$ cat src/rtl/cpu_types_pkg.sv
// Shared CPU types used by the fetch stage.
//   word_t        : 32-bit machine word (PCs, instructions)
//   fetch_state_t : fetch FSM states (RUN, REDIR_PEND, HALTED)
//   next_seq_pc() : sequential successor of a PC, wraps modulo 2^32
package cpu_types_pkg;

    typedef logic [31:0] word_t;

    typedef enum logic [1:0] {
        RUN        = 2'd0,
        REDIR_PEND = 2'd1,
        HALTED     = 2'd2
    } fetch_state_t;

    function automatic word_t next_seq_pc(input word_t pc);
        return pc + 32'd4;
    endfunction

endpackage

$ cat src/rtl/fetch_stage_if.sv
// Instruction-cache request/response bus between the fetch stage and the I-cache.
//   iREN  : fetch -> cache, read request
//   iaddr : fetch -> cache, fetch address
//   ihit  : cache -> fetch, iload is valid this cycle
//   iload : cache -> fetch, fetched instruction
// Handshake: a request is presented while iREN=1 with iaddr held stable; the
// cache completes it in the first cycle it raises ihit. The fetch stage may
// hold off consuming a hit (stall/dmem_busy), in which case the same address
// stays on iaddr and the hit simply repeats later.
interface fetch_stage_if;
    import cpu_types_pkg::*;

    logic  iREN;
    word_t iaddr;
    logic  ihit;
    word_t iload;

    modport master (output iREN, output iaddr, input ihit, input iload);
    modport slave  (input iREN, input iaddr, output ihit, output iload);
endinterface

$ cat src/rtl/if_id_reg.sv
// IF/ID pipeline latch.
//   clk, rst          : clock, synchronous active-high reset (clears to bubble)
//   hold              : keep instr/pcp4/valid unchanged
//   load              : capture instr_in/pcp4_in and mark valid
//   (neither)         : bubble; valid drops, payload keeps its last value
//   instr_out, pcp4_out, valid_out : latch contents toward decode
module if_id_reg
    import cpu_types_pkg::*;
(
    input  logic  clk,
    input  logic  rst,
    input  logic  hold,
    input  logic  load,
    input  word_t instr_in,
    input  word_t pcp4_in,
    output word_t instr_out,
    output word_t pcp4_out,
    output logic  valid_out
);

    word_t instr_q, instr_d;
    word_t pcp4_q, pcp4_d;
    logic  valid_q, valid_d;

    always_comb begin
        instr_d = instr_q;
        pcp4_d  = pcp4_q;
        valid_d = valid_q;
        if (hold) begin
            valid_d = valid_q;
        end else if (load) begin
            instr_d = instr_in;
            pcp4_d  = pcp4_in;
            valid_d = 1'b1;
        end else begin
            valid_d = 1'b0;
        end
    end

    always_ff @(posedge clk) begin
        if (rst) begin
            instr_q <= '0;
            pcp4_q  <= '0;
            valid_q <= 1'b0;
        end else begin
            instr_q <= instr_d;
            pcp4_q  <= pcp4_d;
            valid_q <= valid_d;
        end
    end

    assign instr_out = instr_q;
    assign pcp4_out  = pcp4_q;
    assign valid_out = valid_q;

endmodule

$ cat src/rtl/fetch_stage.sv
// Instruction-fetch stage: owns the PC and the fetch FSM, drives the I-cache
// request and feeds the IF/ID latch.
//   CLK, RST            : clock, synchronous active-high reset
//   imem (master)       : I-cache bus (iREN, iaddr out; ihit, iload in)
//   dmem_busy           : data access outstanding, freezes fetch and IF/ID
//   stall               : load-use stall, holds PC and IF/ID
//   redirect/redirect_pc: resolved branch/jump and its target
//   halt                : halt decoded in ID
//   instr_out, pcp4_out, valid_out : IF/ID contents
//   dbg_state           : current fetch FSM state
module fetch_stage
    import cpu_types_pkg::*;
#(
    parameter word_t PC_INIT = 32'h0000_0000
) (
    input  logic         CLK,
    input  logic         RST,
    fetch_stage_if.master imem,
    input  logic         dmem_busy,
    input  logic         stall,
    input  logic         redirect,
    input  word_t        redirect_pc,
    input  logic         halt,
    output word_t        instr_out,
    output word_t        pcp4_out,
    output logic         valid_out,
    output fetch_state_t dbg_state
);

    fetch_state_t state_q, state_d;
    word_t        pc_q, pc_d;
    word_t        pend_pc_q, pend_pc_d;
    word_t        pcp4;
    logic         ifid_hold;
    logic         ifid_load;

    assign pcp4 = next_seq_pc(pc_q);

    always_comb begin
        state_d   = state_q;
        pc_d      = pc_q;
        pend_pc_d = pend_pc_q;
        ifid_hold = 1'b0;
        ifid_load = 1'b0;
        unique case (state_q)
            RUN: begin
                if (redirect) begin
                    // A miss already in flight is left alone: the target is
                    // parked until the cache answers the old address.
                    if (imem.ihit) begin
                        pc_d = redirect_pc;
                    end else begin
                        pend_pc_d = redirect_pc;
                        state_d   = REDIR_PEND;
                    end
                end else if (dmem_busy || stall) begin
                    ifid_hold = 1'b1;
                end else if (halt) begin
                    state_d = HALTED;
                end else if (imem.ihit) begin
                    pc_d      = pcp4;
                    ifid_load = 1'b1;
                end
            end
            REDIR_PEND: begin
                if (redirect) begin
                    pend_pc_d = redirect_pc;
                end
                // The returning instruction is wrong-path and is dropped.
                if (imem.ihit && !dmem_busy) begin
                    pc_d    = redirect ? redirect_pc : pend_pc_q;
                    state_d = RUN;
                end
            end
            HALTED: begin
                // A redirect here means the halt was on a wrong path.
                if (redirect) begin
                    pc_d    = redirect_pc;
                    state_d = RUN;
                end
            end
            default: begin
                state_d = RUN;
            end
        endcase
    end

    always_ff @(posedge CLK) begin
        if (RST) begin
            state_q   <= RUN;
            pc_q      <= PC_INIT;
            pend_pc_q <= '0;
        end else begin
            state_q   <= state_d;
            pc_q      <= pc_d;
            pend_pc_q <= pend_pc_d;
        end
    end

    assign imem.iREN  = (state_q != HALTED);
    assign imem.iaddr = pc_q;
    assign dbg_state  = state_q;

    if_id_reg u_if_id (
        .clk       (CLK),
        .rst       (RST),
        .hold      (ifid_hold),
        .load      (ifid_load),
        .instr_in  (imem.iload),
        .pcp4_in   (pcp4),
        .instr_out (instr_out),
        .pcp4_out  (pcp4_out),
        .valid_out (valid_out)
    );

endmodule

$ cat src/flat_wrapper.sv
// flat-port wrapper written by rule: the top's interface ports become plain ports
module fetch_stage_flat import cpu_types_pkg::*;
#(
    parameter word_t PC_INIT = 32'h0000_0000
)
  (CLK, RST, dmem_busy, stall, redirect, redirect_pc, halt, instr_out, pcp4_out, valid_out, dbg_state, imem_iREN, imem_iaddr, imem_ihit, imem_iload);
  fetch_stage_if imem_i ();
  input  logic CLK;
  input  logic RST;
  input  logic dmem_busy;
  input  logic stall;
  input  logic redirect;
  input  word_t redirect_pc;
  input  logic halt;
  output word_t instr_out;
  output word_t pcp4_out;
  output logic valid_out;
  output fetch_state_t dbg_state;
  output wire logic [$bits(imem_i.iREN)-1:0] imem_iREN;
  output wire logic [$bits(imem_i.iaddr)-1:0] imem_iaddr;
  input wire logic [$bits(imem_i.ihit)-1:0] imem_ihit;
  input wire logic [$bits(imem_i.iload)-1:0] imem_iload;
  assign imem_iREN = imem_i.iREN;
  assign imem_iaddr = imem_i.iaddr;
  assign imem_i.ihit = imem_ihit;
  assign imem_i.iload = imem_iload;
  fetch_stage #(.PC_INIT(PC_INIT)) u_core (.CLK(CLK), .RST(RST), .imem(imem_i), .dmem_busy(dmem_busy), .stall(stall), .redirect(redirect), .redirect_pc(redirect_pc), .halt(halt), .instr_out(instr_out), .pcp4_out(pcp4_out), .valid_out(valid_out), .dbg_state(dbg_state));
endmodule
$ cat config.mk
export PLATFORM = sky130hd
export DESIGN_NAME = fetch_stage_flat
export DESIGN_NICKNAME = d
export VERILOG_FILES = /design/src/rtl/cpu_types_pkg.sv /design/src/rtl/fetch_stage_if.sv /design/src/rtl/if_id_reg.sv /design/src/rtl/fetch_stage.sv /design/src/flat_wrapper.sv
export SDC_FILE = /design/constraint.sdc
export NUM_CORES = 1
export LEC_CHECK = 0
export CORE_MARGIN = 10
export CORE_UTILIZATION = 40
export DETAILED_ROUTE_END_ITERATION = 8
export PLACE_DENSITY = 0.68
export SYNTH_ARGS = -nofsm -noshare
export SYNTH_HDL_FRONTEND = slang
export SYNTH_SLANG_ARGS = --single-unit
$ cat constraint.sdc
create_clock -name CLK -period 5.1 [get_ports CLK]
set_input_delay 0.51 -clock CLK [delete_from_list [all_inputs] [get_ports CLK]]
set_output_delay 0.51 -clock CLK [all_outputs]
set_load 0.005 [all_outputs]
==> results.md <==
- Crit Path Max Fanout: 23
- Flops & latches, synth: 131
- Setup Buffers After CTS: 0
- Drt wl/cell: 17.4 µm
- Fin nets: 1035
- Die ar.: 21400 µm²
- Tcrit/Tclk final: 63.2%
- PD cells: 377 nW/µm²
- Syn avg cell area: 7.70 µm²
- Worst Clk Skew: 0.00721 ns
- Worst stage delay on the critical path: 0.75 ns
- Maxcap violations: 0
- Initial antenna violation count: 0
- Total power: 3.34 mW
- Site row count: 46
- H-tree level count: 4
- Actual slew at the worst max-slew pin: 1.03 ns
- TritonRoute pass-1 iters: 6
- Slew Limit Fails: 0
- Final hold vios: 0
- Req. time, crit path: 5.41 ns
- Post-synth top flop: dfxtp_1
- Iter 0 DRT Violations: 656
- Worst Hold Depth: 2
- Die width: 146 µm
- Unique cell type count in the Yosys netlist: 62
- Worst Path Arrival: 3.53 ns
- First-pass GRT wire length: 32900 µm
- Routability cong.: 0.921
- Sink Count: 131
- Hold Crit Start: u_core.u_if_id.instr_out[13]$_SDFFE_PP0P_
- Mapped Area: 6360 µm²
- Initial core utilization: 40.5%
- Port buffer count: 170
- P_leak: 3.06 nW
- Final wirelength: 20700 µm
- Slowest CP cell: or3_1
- EDFF count, synth: 0
- Root Buffer: clkbuf_16
- Post-synthesis sequential area ratio: 41.2%
- Critical Path Source Type: flop
- Status: complete, no violations
- Top cell by count, worst path: inv_1
- Peak supply drop: 0.261 mV
- Clk_lat worst skew: 0.42 ns
- CP bufs+invs: 2
- Vias in the first global route: 5785
- Hold Slack: 0.451 ns
- Final instance area: 8850 µm²
- RSZ-0062 raised after global routing: no
- CTS tree: done
- Reg-to-Reg Start: u_core.dbg_state[1]$_SDFFE_PP0P_
- Via count: 6293
- Syn-to-layout area delta: 39.1%
- Reg clk slew, reported paths: 0.06 ns
- Core Box Area: 15700 µm²
- Gr ovfl total: 0
- Setup TNS Final: 0 ns
- DIE HEIGHT: 146 µm
- Synth Net Count: 902
- Worst r2r path cells: 7
- Final setup violation count: 0
- Slew HR: 31.0%
- Min Tclk post-route: 3.22 ns
- All-Layer GR Usage: 18.8%
- Share of cells above drive strength 1: 6.07%
- Non-Filler Instances: 1188
- Placed cell area: 8150 µm²
- R2r setup slk: 1.88 ns
- Post-synthesis cell count: 826
- Synth warn: 0
- Resized Gates After CTS: 0
- Terminus of the critical flop-to-flop path: u_core.imem.iaddr[17]$_SDFFE_PP0P_
- WHS Endpoint: u_core.u_if_id.instr_out[13]$_SDFFE_PP0P_
- Max Freq: 310 MHz
- Placed cell count: 1156
- Via density: 5.30
- # hold bufs at CTS: 0
- Drc violations: 0
- FFs w/ async S/R, synth: 0%
- Largest net degree at the start of global routing: 85
- DP HPWL: 14900 µm
- Crit path kind: reg2reg
- Crit. End Element: flop
- Deepest clock path buffer count: 2
- N_diodes: 0
- CP Cell Sequence: inv_1 -> ha_1 -> inv_1 -> o221ai_2 -> or3_1 -> nor2_1 -> a32o_1
- Worst min-delay path class: reg2reg
- IO Count: 171
- Crit path max-delay family: simple AND/OR/NAND/NOR gates
- Post-route ant nets: 0
- Total CTS buffers: 17
## worst max path at each step
stage                                         endpoint  cells past startpoint                             start  slack [ns]
floorplan           u_core.imem.iaddr[27]$_SDFFE_PP0P_                      9  u_core.dbg_state[0]$_SDFFE_PP0P_        2.90
global placement    u_core.imem.iaddr[17]$_SDFFE_PP0P_                      6                          redirect        1.65
detailed placement  u_core.imem.iaddr[17]$_SDFFE_PP0P_                      6                          redirect        1.59
CTS                 u_core.imem.iaddr[17]$_SDFFE_PP0P_                      7  u_core.dbg_state[1]$_SDFFE_PP0P_        1.84
global route        u_core.imem.iaddr[20]$_SDFFE_PP0P_                      7  u_core.dbg_state[1]$_SDFFE_PP0P_        1.56
finish              u_core.imem.iaddr[17]$_SDFFE_PP0P_                      7  u_core.dbg_state[1]$_SDFFE_PP0P_        1.88
## synth_stat cells, types with 5 or more instances
cell type	instances	share of area (%)
ha_1	5	0.98
nand4_1	16	1.6
clkbuf_1	55	3.2
a22oi_1	9	1.1
nor2_1	48	2.8
and3_1	9	0.88
o21ai_0	37	2.9
xnor2_1	10	1.4
a21o_1	6	0.71
xor2_1	14	1.9
a211oi_1	21	2.5
o21a_1	6	0.71
nand2_1	182	11
a21oi_1	117	9.2
a22o_1	5	0.69
nor3_1	27	2.1
dfxtp_1	131	41
inv_1	10	0.59
mux2i_1	12	1.9
nor2b_1	5	0.49
nand3_1	12	0.94
o211ai_1	7	0.83
buf_2	8	0.63
## layer usage
layer / vias up / GRT usage (%) / routed length [µm]
met2: 218 / 27.6 / 9170
met4: 0 / 6.56 / 453
met5: - / 0 / 0
li1: 3182 / - / -
met1: 2869 / 26.1 / 9640
met3: 24 / 4.51 / 1450
## logic make-up (layout without fill, tap and decap cells)
family | Yosys count | count (layout) | synth area share (%)
buffers and inverters | 78 | 224 | 4.99
and+or+nand+nor | 330 | 330 | 23.7
DFF | 131 | 131 | 41.2
AOI/OAI and AO/OA | 245 | 245 | 23.7
adders and majority gates | 5 | 5 | 0.983
muxes | 13 | 13 | 2.06
xor gates and xnor gates | 24 | 24 | 3.30
## stage by stage
| step | setup slack (ns) | utilization [%] |
|---|---|---|
| floorplan | 2.90 | - |
| global placement | 1.65 | 51.9 |
| detailed placement | 1.59 | 51.9 |
| CTS | 1.84 | 56.4 |
| global route | 1.56 | 56.4 |
| finish | 1.88 | 56.4 |
## registers in the layout (all words and copies together), names as in the netlist
name	flops
u_core.dbg_state	2
u_core.imem.iaddr	32
u_core.pend_pc_q	32
u_core.u_if_id.instr_out	32
u_core.u_if_id.pcp4_out	32
u_core.u_if_id.valid_out	1
## where the power goes
part	switching, mW	internal, mW	leakage, nW	total [mW]
Combinational	0.366	0.315	1.67	0.681
Clock	0.480	0.972	0.331	1.45
Sequential	0.105	1.10	1.07	1.21
## cell type report
cell class,instances,area (µm²)
multi-input cells,617,3430
clock inverters,15,277
flip-flops and latches,131,2620
clock buffers,17,425
inverters,10,37.5
fillers,1494,6860
repair buffers,182,1790
well taps,216,270
## tightest hold or removal path: stages, from the launching register on
cell	delay, ns
dfxtp_1	0.31
nand2_1	0.05
a21oi_1	0.05
## cell usage in the layout (no fill, tap or decap), drive strengths merged, types with 3 or more instances in the layout
cell type      instances
nand4                 17
buf                   13
o21a                   6
inv                   13
and2                   4
clkdlybuf4s50        169
o221a                  3
a221oi                 3
xnor2                 10
o31ai                  3
a21o                   6
nand2b                 4
nand2                182
nor4                   5
a31oi                  4
nor2                  48
bufinv                 7
nor2b                  6
and4                   4
ha                     5
a22o                   5
o21ai                 38
nand3                 12
a211oi                21
nor3                  28
a22oi                  9
and3                   9
dfxtp                131
a21oi                117
xor2                  14
clkbuf                17
mux2i                 12
o211ai                 7
or3                    3
clkinvlp               3
o311a                  3
(Power assumes the default switching activity.)
